<file path="src/rtl/settle_timer.sv">
// ============================================================================
// Module   : settle_timer
// Brief    : 8-bit load / count-down counter with a zero flag.
// Revision : 1.0 - initial release
// ============================================================================
`default_nettype none

module settle_timer (
    input  logic       clk,
    input  logic       rst_n,
    input  logic       load,
    input  logic [7:0] load_val,
    input  logic       dec,
    output logic       zero
);

    logic [7:0] count;

    always_ff @(posedge clk) begin
        if (!rst_n) begin
            count <= 8'd0;
        end else if (load) begin
            count <= load_val;
        end else if (dec && (count != 8'd0)) begin
            count <= count - 8'd1;
        end
    end

    assign zero = (count == 8'd0);

endmodule

`default_nettype wire

</file>
<file path="config.mk">
export PLATFORM = sky130hd
export DESIGN_NAME = settle_timer
export DESIGN_NICKNAME = d
export VERILOG_FILES = /design/src/rtl/settle_timer.sv
export SDC_FILE = /design/constraint.sdc
export NUM_CORES = 1
export LEC_CHECK = 0
export CAP_MARGIN = 10
export CELL_PAD_IN_SITES_DETAIL_PLACEMENT = 2
export CELL_PAD_IN_SITES_GLOBAL_PLACEMENT = 2
export CORE_MARGIN = 5
export CORE_UTILIZATION = 26
export DETAILED_ROUTE_END_ITERATION = 10
export PLACE_DENSITY_LB_ADDON = 0.1
export REMOVE_ABC_BUFFERS = 1
export SLEW_MARGIN = 40
export SYNTH_ARGS = -nofsm -noshare
export SYNTH_HDL_FRONTEND = slang
export SYNTH_SLANG_ARGS = --single-unit
</file>
<file path="constraint.sdc">
create_clock -name clk -period 2.2 [get_ports clk]
set_input_delay 0.22 -clock clk [delete_from_list [all_inputs] [get_ports clk]]
set_output_delay 0.22 -clock clk [all_outputs]
set_load 0.1 [all_outputs]
</file>
After elaboration in Yosys (flattened, before gate mapping):

Index checks and enable logic that the tools add are counted.

* reductions and logical operators: 4
* add/sub/neg operators: 1
* muxes and demuxes: 2

Operators by type and width (number)
* 8-bit 2-to-1 mux: 2
* 8-bit zero test: 1
* 8-bit nonzero test: 1
* 8-bit by 1-bit subtractor with 8-bit output, second input constant: 1
* 2-bit nonzero test: 1
* 1-bit logical AND: 1

* output and inout port bits: 1
* logic and storage cells: 8
* register bits after elaboration: 8

Longest topological paths before layout:

* word-level depth: 4
* mapped depth: 6
* depth with buffers taken out: 6

Worst setup path before layout:

OpenSTA, ideal clock, no wires.

* path type: reg-to-output
* start: register count[2]
* end: output port zero
* arrival time: 3742 ps
* cell stages (with the launch flop): 3
* setup slack: -1762 ps
* data required time: 1980 ps
* cells stage by stage: dfxtp_1 > or4_4 > nor4_1

* cells in the longest elaborated chain, start to end: 1

Ends and longest elaborated chain
* start: declaration: RTL line 17 `logic [7:0] count;`
* start signal: assignment: RTL line 23 `count <= load_val;`
* start signal: assignment: RTL line 25 `count <= count - 8'd1;`
* 8-bit zero test: RTL line 29 `assign zero = (count == 8'd0);`
* end: declaration: RTL line 14 `output logic zero`

No other way between the ends.

Final worst setup path:

Ends and elaborated chain as after synthesis.

==> impl_metrics.yaml <==
floorplan:
  initial_core_util_pct: 26.7
  die_x_um: 54.2
  placementRows: 16
  dieArea_mm2: 0.00294
  core-area_mm2: 0.00190
  die_h_um: 54.2
  boundaryPins: 13
synthesis:
  synth_largest_area_cell: "dfxtp_1"
  synth.ff_latch_count: 8
  commonest_cells_in_the_netlist: "dfxtp_1 (8), o21ai_0 (6), a21oi_1 (4), inv_1 (4)"
  synth-xor-area-share_pct: 5.17
  synthAdderAreaFrac_pct: 4.93
  synth-simple-area-share_pct: 26.4
  post-synth-top-area-fraction_pct: 31.5
  yosys-top-cells-area: "dfxtp_1 (32%), o21ai_0 (5.9%), o41ai_4 (5.4%)"
  dominantRegCellSynth: "dfxtp_1"
  syn_area_per_cell_um2: 8.76
  post-synth-top-count-cell: "dfxtp_1"
  number_of_flops_mapped_to_enable_cells_by_yosys: 0
  seq_area_frac_synth_pct: 31.5
  yosys.cell_types.count: 28
  warnings_synthesis: 0
  post_synth_inst_count: 58
  synth-compound-area-share_pct: 25.6
  share_of_synthesized_registers_carrying_an_async_set_or_reset_pct: 0
  synth_top_family_by_area: "simple AND/OR/NAND/NOR gates"
  synthMuxAreaShare_pct: 1.97
  netlist_area_um2: 508
run:
  max_capacitance_violation_count: 0
final_layout:
  largest_register_ffs: 8
  antenna-diode-count: 0
  top_register: "count"
  syn2layout_area_growth_pct: 37.9
  regArea_um2: 160
  finalNetCount: 88
  multiInputGateArea_um2: 332
  final.fill_count: 220
  drive_above_1_share_pct: 15.3
  top_regs: "count (8)"
power_and_ir_drop:
  irDropWorstVdd_v: 0.000270
  power_density_mw_per_mm2: 621
  report.power.total_uw: 435
  p_leak_nw: 0.255
worst_setup_path:
  setup.worst_path.end_class: "primary output"
  start_kind: "register"
  path_max_fanout: 6
  slowest_stage: "or4_4"
  r2r_slack_ns: 0.31
  critical-path-max-stage-delay_ns: 0.61
  cpLargestDelayFamily: "simple AND/OR/NAND/NOR gates"
  cells_traversed_along_the_worst_timing_path: "or4_4 > nor4_2 > buf_12"
  worst_ep_arrival_time_ns: 1.74
  cp.required_ns: 1.98
  crit_buf_inv: 1
  critical_path_class: "reg -> out"
timing:
  finalCriticalPeriod_ns: 1.96
  fin_worst_hold_slack_ns: 0.531
  timing_worst_slew_pin_value_ns: 0.544
  rsz0062_at_grt: "no"
  clock-skew-final_ns: 0.00269
  maxSlewViolCount: 0
  final_hold_vio_count: 0
  setup_viol: 0
  timing.final.crit_share_pct: 89.3
  achievable-frequency_mhz: 509
  timing.slew.headroom_pct: 63.6
drt:
  drt-initial-drc-count: 4
  vias: 502
  routed_wire_length_um: 1560
  antenna_violating_nets_post_route: 0
  wl_per_cell_um: 15.8
  avgViaCountPerCell: 5.07
  detail_route.first_pass.iterations: 3
  drc_errors: 0
clock_network:
  cts_inserted_buffers: 3
  clock_sinks: 8
  insertion_delay_ns: 0.26
  cts_hold_buffers: 0
  cts_max_level: 1
  postCtsSetupRepairBufs: 0
  clk_transition_reported_paths_ns: 0.06
  clock_tree.root_cell: "clkbuf_4"
  cts_max_path_buffers: 2
  cts_tree: "built"
global_routing:
  number_of_global_route_vias_before_repair: 555
  globalRouteOverflowTotal: 0
  number_of_antenna_violations_at_the_first_check_in_global_routing: 0
  global_route.usage.total_pct: 12.9
  grt_start_max_net_pins: 12
  grt_first_pass_wirelength_um: 2580
place:
  io_buffer_count: 12
  gp_congestion: 0.727
  detailed_place_hpwl_um: 1200
hold_path:
  worstHoldPathType: "reg -> reg"
outcome:
  run_status: "finished, final reports clean"
==> cell type report <==
| class | instances | share of cell area, % |
|---|---|---|
| well taps | 27 | 4.82 |
| inverters | 4 | 2.14 |
| clock buffers | 3 | 3.21 |
| multi-input cells | 44 | 47.3 |
| repair buffers | 13 | 19.6 |
| flip-flops and latches | 8 | 22.9 |
==> power by group <==
group          switching [mW]  leakage [nW]  internal (mW)
clock                  0.0539        0.0138         0.0627
combinational          0.0736         0.175         0.0698
sequential             0.0174        0.0665          0.158
==> placed cells by master (no fill, tap or decap), types with 2 or more instances in the layout <==
cell type | synthesis | final
o21ai_0 | 6 | 6
o31ai_1 | 3 | 3
nand3_1 | 2 | 2
clkdlybuf4s50_1 | 0 | 11
nor3b_1 | 3 | 3
and2_1 | 2 | 2
nor2_1 | 2 | 2
xnor2_1 | 3 | 3
a21oi_1 | 4 | 4
or4_1 | 2 | 2
clkbuf_4 | 0 | 3
inv_1 | 4 | 4
a31oi_1 | 2 | 2
ha_1 | 2 | 2
dfxtp_1 | 8 | 8
==> kinds of logic (layout without fill, tap and decap cells) <==
| family | after synthesis | in the layout |
|---|---|---|
| AND/OR/NAND/NOR | 20 | 20 |
| AO/OA/AOI/OAI | 18 | 18 |
| flip-flops | 8 | 8 |
| buffers and inverters | 6 | 20 |
| XOR/XNOR | 3 | 3 |
| adder cells (fa/ha/maj) | 2 | 2 |
| multiplexers | 1 | 1 |
==> per-layer routing <==
metal | track usage (%) | wire [um] | vias up
met5 | 0 | 0 | -
met4 | 9.13 | 26 | 0
met3 | 2.77 | 46 | 4
met2 | 20.3 | 740 | 9
met1 | 15.3 | 748 | 240
li1 | - | - | 249
==> what timing repair did <==
item                                   4_1_cts  5_1_grt
setup endpoints to repair                    0        1
endpoints found under the hold margin        0        0
gates resized for setup                      0        1
==> metrics by stage <==
step	instance area, um^2	util [%]	worst slack (ns)	std cells	TNS, ns
floorplan	500	-	-1.76	56	-1.76
global placement	672	35.3	0.289	96	0
detailed placement	672	35.3	0.262	96	0
CTS	694	36.5	0.0747	99	0
global route	701	36.8	0.184	99	0
finish	701	36.8	0.235	99	0
==> path summary, 6_finish.rpt <==
path | from | to | cells after the start
max | count[2] | zero | 3
min | count[5] | count[5] | 2
max reg2reg | count[2] | count[0] | 4
min reg2reg | count[5] | count[5] | 2
==> tightest hold or removal path: stages, from the launching register on <==
cell and delay, ns:
dfxtp_1 0.33, o31ai_1 0.07, a31oi_1 0.08
(Power assumes the default switching activity.)
